[src/rtl/play_scheduler_pkg.sv]
// Shared encodings for the play scheduler: FSM states and source indices.
// Latency: n/a (types and constants only).
// Backpressure: n/a.
package play_scheduler_pkg;

    typedef enum logic [1:0] {
        ST_IDLE = 2'd0,
        ST_GAP  = 2'd1,
        ST_PLAY = 2'd2
    } state_t;

    // Target register value to source mapping
    localparam logic SRC_SAKURA   = 1'b0;
    localparam logic SRC_BADAPPLE = 1'b1;

endpackage

[src/rtl/key_debounce.sv]
// Key debounce: 2-FF synchronizer, stability counter, one-cycle press pulse.
// Latency: a clean press first sampled at edge N pulses at edge N+DEBOUNCE_CYCLES+3.
// Backpressure: none; releases and short bounces produce no pulse.
//
// Ports:
//   clk, rst  - system clock, async active-high reset
//   key       - raw asynchronous key level (active high)
//   press     - registered one-cycle pulse on an accepted rising level
module key_debounce #(
    parameter int unsigned DEBOUNCE_CYCLES = 250000
) (
    input  logic clk,
    input  logic rst,
    input  logic key,
    output logic press
);

    localparam int CW = $clog2(DEBOUNCE_CYCLES + 1);
    localparam logic [CW-1:0] CNT_MAX = CW'(DEBOUNCE_CYCLES);

    logic          sync1;
    logic          sync2;
    logic          level;
    logic          level_d;
    logic [CW-1:0] cnt;

    always_ff @(posedge clk or posedge rst) begin
        if (rst) begin
            sync1   <= 1'b0;
            sync2   <= 1'b0;
            level   <= 1'b0;
            level_d <= 1'b0;
            cnt     <= '0;
            press   <= 1'b0;
        end else begin
            sync1   <= key;
            sync2   <= sync1;
            level_d <= level;
            press   <= level & ~level_d;
            // cnt counts edges on which the synchronized key has disagreed with
            // the accepted level; the level flips once the disagreement has
            // persisted through the whole window and still holds.
            if (sync2 == level) begin
                cnt <= '0;
            end else if (cnt == CNT_MAX) begin
                level <= sync2;
                cnt   <= '0;
            end else begin
                cnt <= cnt + 1'b1;
            end
        end
    end

endmodule

[src/rtl/play_scheduler.sv]
// Sequencer for the two-source VGA/audio mux: keys, blanked gap, auto-advance/loop.
// Latency: all outputs registered; done -> GAP in one edge, GAP -> PLAY in GAP_CYCLES.
// Backpressure: none; key pulses and done pulses are acted on the cycle they arrive.
//
// Ports:
//   clk, rst                    - system clock, async active-high reset
//   btn_play/btn_next/btn_stop  - raw front-panel keys
//   loop_mode                   - 1 replays the current track on end-of-track
//   done1/done2                 - end-of-track pulses from sakura/badapple players
//   EN                          - mux blank/mute (1 = black and silent)
//   sakura/badapple             - source selects, only ever set in PLAY
//   start1/start2               - restart pulse on the first PLAY cycle
//   playing                     - high in PLAY
module play_scheduler
    import play_scheduler_pkg::*;
#(
    parameter int unsigned DEBOUNCE_CYCLES = 250000,
    parameter int unsigned GAP_CYCLES      = 12500000
) (
    input  logic clk,
    input  logic rst,
    input  logic btn_play,
    input  logic btn_next,
    input  logic btn_stop,
    input  logic loop_mode,
    input  logic done1,
    input  logic done2,
    output logic EN,
    output logic sakura,
    output logic badapple,
    output logic start1,
    output logic start2,
    output logic playing
);

    localparam int GW = $clog2(GAP_CYCLES);
    localparam logic [GW-1:0] GAP_LAST = GW'(GAP_CYCLES - 1);

    logic play_p;
    logic next_p;
    logic stop_p;

    state_t        state_q, state_n;
    logic          tgt_q, tgt_n;
    logic [GW-1:0] gcnt_q, gcnt_n;
    logic          done_sel;

    key_debounce #(.DEBOUNCE_CYCLES(DEBOUNCE_CYCLES)) u_play (
        .clk   (clk),
        .rst   (rst),
        .key   (btn_play),
        .press (play_p)
    );

    key_debounce #(.DEBOUNCE_CYCLES(DEBOUNCE_CYCLES)) u_next (
        .clk   (clk),
        .rst   (rst),
        .key   (btn_next),
        .press (next_p)
    );

    key_debounce #(.DEBOUNCE_CYCLES(DEBOUNCE_CYCLES)) u_stop (
        .clk   (clk),
        .rst   (rst),
        .key   (btn_stop),
        .press (stop_p)
    );

    // Only the end-of-track from the source on air counts
    assign done_sel = (tgt_q == SRC_SAKURA) ? done1 : done2;

    // Priority is stop > next > play > done in every state
    always_comb begin
        state_n = state_q;
        tgt_n   = tgt_q;
        gcnt_n  = gcnt_q;
        case (state_q)
            ST_IDLE: begin
                if (stop_p) begin
                    state_n = ST_IDLE;
                end else if (next_p) begin
                    tgt_n = ~tgt_q;
                end else if (play_p) begin
                    state_n = ST_GAP;
                    gcnt_n  = '0;
                end
            end
            ST_GAP: begin
                if (stop_p) begin
                    state_n = ST_IDLE;
                end else if (next_p) begin
                    tgt_n  = ~tgt_q;
                    gcnt_n = '0;
                end else if (gcnt_q == GAP_LAST) begin
                    state_n = ST_PLAY;
                end else begin
                    gcnt_n = gcnt_q + 1'b1;
                end
            end
            ST_PLAY: begin
                if (stop_p) begin
                    state_n = ST_IDLE;
                end else if (next_p) begin
                    tgt_n   = ~tgt_q;
                    state_n = ST_GAP;
                    gcnt_n  = '0;
                end else if (done_sel) begin
                    // play_p is ignored here, so it cannot mask a done
                    state_n = ST_GAP;
                    gcnt_n  = '0;
                    if (!loop_mode) begin
                        tgt_n = ~tgt_q;
                    end
                end
            end
            default: begin
                state_n = ST_IDLE;
            end
        endcase
    end

    // Outputs are decoded from the next state so they switch on the same
    // edge as the state register with no input-to-output path.
    always_ff @(posedge clk or posedge rst) begin
        if (rst) begin
            state_q  <= ST_IDLE;
            tgt_q    <= SRC_SAKURA;
            gcnt_q   <= '0;
            EN       <= 1'b1;
            sakura   <= 1'b0;
            badapple <= 1'b0;
            start1   <= 1'b0;
            start2   <= 1'b0;
            playing  <= 1'b0;
        end else begin
            state_q  <= state_n;
            tgt_q    <= tgt_n;
            gcnt_q   <= gcnt_n;
            EN       <= (state_n != ST_PLAY);
            sakura   <= (state_n == ST_PLAY) && (tgt_n == SRC_SAKURA);
            badapple <= (state_n == ST_PLAY) && (tgt_n == SRC_BADAPPLE);
            start1   <= (state_n == ST_PLAY) && (state_q != ST_PLAY) && (tgt_n == SRC_SAKURA);
            start2   <= (state_n == ST_PLAY) && (state_q != ST_PLAY) && (tgt_n == SRC_BADAPPLE);
            playing  <= (state_n == ST_PLAY);
        end
    end

endmodule
[config.mk]
export PLATFORM = sky130hd
export DESIGN_NAME = play_scheduler
export DESIGN_NICKNAME = d
export VERILOG_FILES = /design/src/rtl/play_scheduler_pkg.sv /design/src/rtl/key_debounce.sv /design/src/rtl/play_scheduler.sv
export SDC_FILE = /design/constraint.sdc
export NUM_CORES = 1
export LEC_CHECK = 0
export BUFFER_PORTS_ARGS = -buffer_cell sky130_fd_sc_hd__buf_2
export CAP_MARGIN = 20
export CORE_ASPECT_RATIO = 2
export CORE_MARGIN = 5
export CORE_UTILIZATION = 42
export CTS_CLUSTER_SIZE = 25
export DETAILED_ROUTE_END_ITERATION = 7
export PLACE_DENSITY_LB_ADDON = 0.25
export SLEW_MARGIN = 20
export SYNTH_ARGS = -nofsm -noshare
export SYNTH_HDL_FRONTEND = slang
export SYNTH_SLANG_ARGS = --single-unit
[constraint.sdc]
create_clock -name clk -period 4.75 [get_ports clk]
set_input_delay 0.95 -clock clk [delete_from_list [all_inputs] [get_ports clk]]
set_output_delay 0.95 -clock clk [all_outputs]
set_load 0.01 [all_outputs]
* Word-level counts from Yosys, hierarchy flattened
Index checks and enable logic that the tools add are counted.
Storage, ports and cells: register bits 102, input port bits 8, output and inout bits 6, logic and storage cells 107
Cells by class: add/sub/neg operators 4, eq/ne operators 19, muxes and demuxes 34, bitwise logic cells 11, reduce and logical (&&, ||, !) cells 12
Operators by type and width (number):
- 24-bit 2-to-1 mux | 9
- 18-bit 2-to-1 mux | 6
- 24-bit case mux with 3 select lines | 1
- 18-bit by 1-bit adder with 18-bit output, second input constant | 3
- 18-bit == test, second input constant | 3
- 24-bit by 1-bit adder with 24-bit output, second input constant | 1
- 24-bit == test, second input constant | 1
- 2-bit 2-to-1 mux | 9
- 2-bit inequality test, second input constant | 6
- 1-bit NOT | 8
- 8-bit AND reduction | 1
- 1-bit 2-to-1 mux | 7
- 3-bit by 2-bit inequality test with 1-bit output, second input constant | 2
- 2-bit case mux with 3 select lines | 1
- 2-bit AND reduction | 3
- 1-bit logical AND | 5
- 2-bit == test, second input constant | 2
- 1-bit AND | 3
- 1-bit == test | 3
- 3-bit nonzero test | 1
- 2-bit by 1-bit == test with 1-bit output, second input constant | 1
- 2-bit logical NOT | 1
- 2-bit by 1-bit inequality test with 1-bit output, second input constant | 1
- 1-bit case mux with 2 select lines | 1
- 2-bit OR reduction | 1

* Depth between registers and ports, before layout
Gate-level depths: netlist of the first run.
word-level depth 8, depth in mapped cells 9, gate-level depth less buffers 7

* Cells and area by module
From an unflattened synthesis of the first run, not the netlist that was laid out.
Unflattened totals: cell total of the unflattened synthesis 522, area, all modules 5091.1 um^2
By module, submodules not included:
- key_debounce (u_next ...) | times used 2, cells an instance 105, area an instance 1092.3 um^2, sequential area each 575.6 um^2
- play_scheduler | times used 1, cells an instance 204, area an instance 1813.0 um^2, sequential area each 827.0 um^2
- key_debounce (u_play) | times used 1, cells an instance 108, area an instance 1093.5 um^2, sequential area each 575.6 um^2

* Worst setup path before layout of the first run
OpenSTA, ideal clock, no wires.
path kind input -> register, from input port done2, to register gcnt_q[5], library setup time 0.110 ns, arrival time 1.969 ns, required time 4.640 ns, slack 2.671 ns, stages 6, path buffers 1, cell sequence mux2_2 > o221ai_2 > o21bai_1 > buf_2 > o21ai_0 > o41ai_1
Between the ends: cells in the longest elaborated chain, start to end 3
RTL lines:
- start, declared | line play_scheduler.sv:27 | input logic done2,
- 1-bit 2-to-1 mux | line play_scheduler.sv:70 | assign done_sel = (tgt_q == SRC_SAKURA) ? done1 : done2;
- 3-bit by 2-bit inequality test with 1-bit output (no source line)
- 8-bit AND reduction (no source line)
- end signal, assigned | line play_scheduler.sv:138 | gcnt_q <= gcnt_n;
- end, declared | line play_scheduler.sv:45 | logic [GW-1:0] gcnt_q, gcnt_n;
Every way passes these cells. A chain may end at the register's enable or synchronous reset.

* Worst setup path in the final report of the first run
from input port done2, to register gcnt_q[2]
The elaborated chain is that of the path after synthesis.

==> results of run 1 <==
## cell families (layout without fill, tap and decap cells)
family / after synthesis / in the layout / synth area share [%]
compound gates: 58 / 58 / 7.42
xor+xnor: 51 / 51 / 8.98
fa+ha+maj: 7 / 7 / 1.76
buf+inv: 38 / 50 / 3.19
flops: 102 / 102 / 51.3
mux: 4 / 4 / 0.905
simple gates: 245 / 245 / 26.4
## synthesized netlist by cell type, drive strengths merged, types with 11 or more instances
| cell type | n | share of area, % |
|---|---|---|
| nand3 | 38 | 4.0 |
| xor2 | 38 | 6.7 |
| buf | 11 | 1.1 |
| inv | 19 | 1.4 |
| nand4 | 24 | 3.1 |
| nor2 | 73 | 5.7 |
| o21ai | 21 | 2.1 |
| nor3 | 13 | 1.3 |
| xnor2 | 13 | 2.3 |
| dfrtp | 101 | 51 |
| and3 | 12 | 1.5 |
| nand2 | 36 | 2.7 |
## worst max-delay path: stages
cell and delay, ps:
buf_2 100, mux2_2 280, o221ai_2 650, o21bai_1 450, o21ai_0 200, o31ai_1 100
## path summary, 6_finish.rpt
check	cells after the start	from	slack, ps	end
max	6	done2	2240	gcnt_q[2]
min	0	u_stop.sync1	360	u_stop.sync2
max reg2reg	5	u_next.press	2360	gcnt_q[2]
min reg2reg	0	u_stop.sync1	360	u_stop.sync2
max in group asynchronous	3	rst	2990	EN
min in group asynchronous	2	rst	780	u_stop.cnt[9]
## final cells by class
| class | count | share of cell area [%] |
|---|---|---|
| clock buffer | 10 | 4.39 |
| clock inverter | 6 | 1.01 |
| inverter | 19 | 1.36 |
| multi-input combinational | 365 | 41.6 |
| sequential | 102 | 46.9 |
| tap | 145 | 3.33 |
| timing repair buffer | 15 | 1.47 |
## power groups by stage
stage          sequential (mW)  combinational, mW  clock, mW
6_report                  1.02              0.179      0.711
5_1_grt                   1.03              0.205      0.766
4_1_cts                   1.02              0.182      0.730
3_5_place_dp              1.03              0.181          0
3_3_place_gp              1.03              0.175          0
2_1_floorplan            0.998              0.148          0
## metrics by stage
stage          util [%]  total power [mW]  hold slack [ps]  cell area [um2]  instances
2_1_floorplan         -              1.15              331             4980        505
3_3_place_gp       44.0              1.20              337             5150        646
3_5_place_dp       44.0              1.21              342             5150        646
4_1_cts            46.5              1.93              358             5450        662
5_1_grt            46.5              2.00              366             5450        662
6_report           46.5              1.91              355             5450        662
## sequential cells by signal, summed over array words and instances, names as in the netlist, 2 cells and up
register	cells
gcnt_q	24
state_q	2
u_next.cnt	18
u_play.cnt	18
u_stop.cnt	18
## per-layer routing
metal	vias up	share of wire (%)
li1	1783	-
met1	1851	37
met2	67	57
met3	23	2.4
met4	0	3.2
met5	-	0
==> flow_summary.ini, run 1 <==
[die]
die_w_um = 87.0
placeable_core_area_um2 = 11700
core.rowCount = 56
die_area_um2 = 14300
floorplan.die.height_um = 164
num_io_pins = 14
starting_density_pct = 42.5

[clock_network]
clock-root-buffer = clkbuf_16
cts_inserted_buffers = 9
cts.hold.buffers_added = 0
cts.sink_count = 102
post_cts.resized_instances = 0
worstSkewPairLatency_ps = 340
cts.repair_timing.setup_buffer_count = 0
htree_levels = 3
clk_transition_reported_paths_ps = 70
clock_tree.buffer_depth = 2
tritoncts = built

[run_status]
run_status = complete, no violations

[route]
dr.first_iter.drc_count = 124
avgRoutedWirePerCell_um = 15.7
detail_route.vias_per_cell = 5.63
first_pass_iters = 5
remaining_drc_errors = 0
total_number_of_vias = 3724
routed_wl_mm = 10.4
antenna_left = 0

[synthesis]
ys_ff_latch = 102
synth-main-ff-cell = dfrtp_1
synth_edf_count = 0
synthesis.area_per_instance_um2 = 9.85
syn-num-nets = 520
asyncSetResetFlopFracSynth_pct = 100
total_number_of_yosys_warnings = 0
post_synthesis_sequential_area_ratio_pct = 51.3
synth_area_um2 = 4980
synth_cell_type_count = 52
syn_inst = 505

[layout]
antenna-diode-count = 0
post_route_cells_drive_above_1_share_pct = 9.09
area_used_by_multi_input_combinational_logic_um2 = 2260
nNetsFinal = 527
register_area_um2 = 2550
final_cell_mix = dfrtp_1 (101), nor2_1 (72), xor2_1 (38)
nFillCells = 1084
layout-area-overhead-vs-synth_pct = 9.45
final_common_cell = dfrtp_1

[global_routing]
grt_pass1_wl_mm = 18.1
grt.met1_usage_pct = 16.7
grt.met2_usage_pct = 29.5
grt.total_usage_pct = 16.0
via_count_of_the_first_global_routing_pass = 4002
grt_max_degree = 73
grt.overflow.total = 0
grt.met3_usage_pct = 2.36
gr-max-usage-layer = met2
grt_antenna_before_repair = 0

[pwr]
portion_of_total_power_attributed_to_sequential_cells_pct = 53.4
net-switching-power_uw = 540
pwr-share-comb_pct = 9.4
power.clock.fraction_pct = 37.2
total_leakage_power_nw = 2.41
power-per-cell-area_nw_per_um2 = 350
power_switching_share_pct = 28.3
worst_ir_drop_vdd_v = 0.000204
internal_power_mw = 1.37

[worst_setup_path]
setup.worst_path.end_class = flop
critPathRequiredTime_ps = 4990
cp_data_arrival_time_ps = 2750
timing.critical_path.from_type = primary input
critPathMaxFanout = 16
critical_path_class = in2reg

[timing]
drv_slew = 0
worst_slew_margin_rel_pct = 41.1
final_critical_path_setup_slack_ps = 2240
finalCriticalPeriod_ps = 2510
fin_crit_sh_pct = 52.8
worstMarginPinSlew_ps = 884
fmax_mhz = 399
final.setup_skew_ps = 7.56
tns_ps = 0
final-setup-viol-count = 0
finalHoldViolCount = 0
grt_setup_unrepaired = false

[placement]
post-dp-hpwl_mm = 7.56
placement.io_buffers = 13
post-place-ws_ps = 1900
finalWeightedCongestion = 0.807

[job]
number_of_max_cap_violations = 0

[worst_hold_path]
min-delay-path-class = reg2reg
Note: power is estimated with default switching activity, not from simulation.
==> run 2: changes to the inputs <==
==> constraint.sdc (replaced) <==
create_clock -name clk -period 2.15 [get_ports clk]
set_input_delay 0.43 -clock clk [delete_from_list [all_inputs] [get_ports clk]]
set_output_delay 0.43 -clock clk [all_outputs]
set_load 0.01 [all_outputs]
==> run 2 against run 1 <==
- final area grew 3.6%
- clock power grew to 2.5 times the previous value
- clock skew is essentially flat
- combinational power grew to 2.6 times the previous value
- global-route usage is essentially flat
- via count grew 1.2%
- routed wire length shrank 0.49%
- sequential power grew 120%
- worst setup slack lost 2100 ps
- final cell count grew 2.6%
- die area is the same
- critical path depth shrank 2
- critical path type is now reg2reg
==> flow_summary.ini, run 2 (synthesis gave the netlist of run 1 again) <==
[placement]
detailed_place.area_um2 = 5310
post-dp-hpwl_mm = 7.49
placement.io_buffers = 13
finalWeightedCongestion = 0.933

[pwr]
power.clock.fraction_pct = 40.2
portion_of_total_power_attributed_to_sequential_cells_pct = 49.5
internal_power_mw = 3.33
worst_ir_drop_vdd_v = 0.000436
net-switching-power_mw = 1.17
totalPowerFinal_mw = 4.50
pwr-share-comb_pct = 10.3
total_leakage_power_nw = 2.52
power-per-cell-area_nw_per_um2 = 798
power_switching_share_pct = 26.0

[die]
core.rowCount = 56
floorplan.die.height_um = 164
placeable_core_area_um2 = 11700
starting_density_pct = 42.5
num_io_pins = 14
die_w_um = 87.0
die_area_um2 = 14300

[worst_setup_path]
setup.worst_path.end_class = flop
r2r_start = gcnt_q[6]
cp_data_arrival_time_ps = 2220
regToRegEndpoint = start2
cp-startpoint = gcnt_q[6]
timing.critical_path.from_type = flop
endpoint = start2
timing.reg2reg.worst_path_depth = 4
critPathRequiredTime_ps = 2410
critPathMaxFanout = 10
worst-r2r-setup-slack_ps = 190
critical_path_class = reg2reg

[global_routing]
grt.met2_usage_pct = 28.7
via_count_of_the_first_global_routing_pass = 3961
grt_antenna_before_repair = 0
grt_max_degree = 55
grt_pass1_wl_mm = 18.1
grt.met1_usage_pct = 16.6
grt.met3_usage_pct = 2.76
gr-max-usage-layer = met2
grt.total_usage_pct = 16.0
grt.overflow.total = 0

[route]
routed_wl_mm = 10.4
detail_route.vias_per_cell = 5.55
dr.first_iter.drc_count = 113
antenna_left = 0
first_pass_iters = 4
total_number_of_vias = 3769
remaining_drc_errors = 0
avgRoutedWirePerCell_um = 15.3

[layout]
number_of_flip_flops_under_the_largest_register_name = 24
layout-area-overhead-vs-synth_pct = 13.4
post_route_cells_drive_above_1_share_pct = 11.8
fin_util_pct = 48.2
postLayoutCellArea_um2 = 5640
max_flop_register = gcnt_q
final_cell_mix = dfrtp_1 (101), nor2_1 (72), xor2_1 (38)
nNetsFinal = 544
final_common_cell = dfrtp_1
antenna-diode-count = 0

[timing]
tns_ps = 0
fin_crit_sh_pct = 91.2
worstMarginPinSlew_ps = 596
grt_setup_unrepaired = false
finalHoldViolCount = 0
fmax_mhz = 510
finalCriticalPeriod_ps = 1960
final-setup-viol-count = 0
worst_slew_margin_rel_pct = 60.3
drv_slew = 0
final.setup_skew_ps = 7.56

[clock_network]
post_cts.resized_instances = 0
worstSkewPairLatency_ps = 340
clk_transition_reported_paths_ps = 70
htree_levels = 3
cts.repair_timing.setup_buffer_count = 0
clock_tree.buffer_depth = 2
cts.hold.buffers_added = 0
cts_inserted_buffers = 9
cts.sink_count = 102
clock-root-buffer = clkbuf_16
tritoncts = built

[worst_hold_path]
min-delay-path-class = in2async

[job]
number_of_max_cap_violations = 0

[run_status]
run_status = complete, no violations
## run 2: worst min path at each step
stage                  from             end  depth (start not counted)
2_1_floorplan  u_next.sync1    u_next.sync2                          0
3_3_place_gp   u_stop.sync1    u_stop.sync2                          0
3_5_place_dp   u_stop.sync1    u_stop.sync2                          0
4_1_cts                 rst  u_play.cnt[17]                          3
5_1_grt                 rst  u_play.cnt[17]                          3
6_report                rst  u_play.cnt[17]                          3
## run 2: metrics by stage
| stage | worst slack, ps | hold WS [ps] | std cells |
|---|---|---|---|
| after CTS | 119 | 160 | 679 |
| after detailed placement | 177 | 337 | 663 |
| final | 189 | 154 | 679 |
| after floorplan | 376 | 331 | 505 |
| after global routing | 67.2 | 186 | 679 |
| after global placement | 160 | 334 | 663 |
## run 2: final cells by class
cell class                      instances  area [um2]
Sequential cell                       102        2550
Clock buffer                           12         256
Tap cell                              145         181
Multi-Input combinational cell        365        2260
Timing Repair Buffer                   32         233
Fill cell                            1086        6060
Clock inverter                          4        77.6
Inverter                               19        75.1
## run 2: worst max-delay path, stage by stage, from the launching register on
cell	delay (ps)
dfrtp_1	490
or4_1	590
nor4_4	400
o21bai_2	190
nor3b_1	210
## run 2: power groups by stage
stage | combinational, mW | sequential (mW) | clock (mW)
finish | 0.465 | 2.23 | 1.81
global route | 0.519 | 2.25 | 1.95
CTS | 0.473 | 2.22 | 1.87
detailed placement | 0.471 | 2.26 | 0
global placement | 0.460 | 2.25 | 0
floorplan | 0.327 | 2.20 | 0
## run 2: metal layers
| layer | vias up | wire length (um) |
|---|---|---|
| li1 | 1817 | - |
| met1 | 1848 | 3970 |
| met2 | 67 | 5580 |
| met3 | 37 | 295 |
| met4 | 0 | 522 |
| met5 | - | 0 |
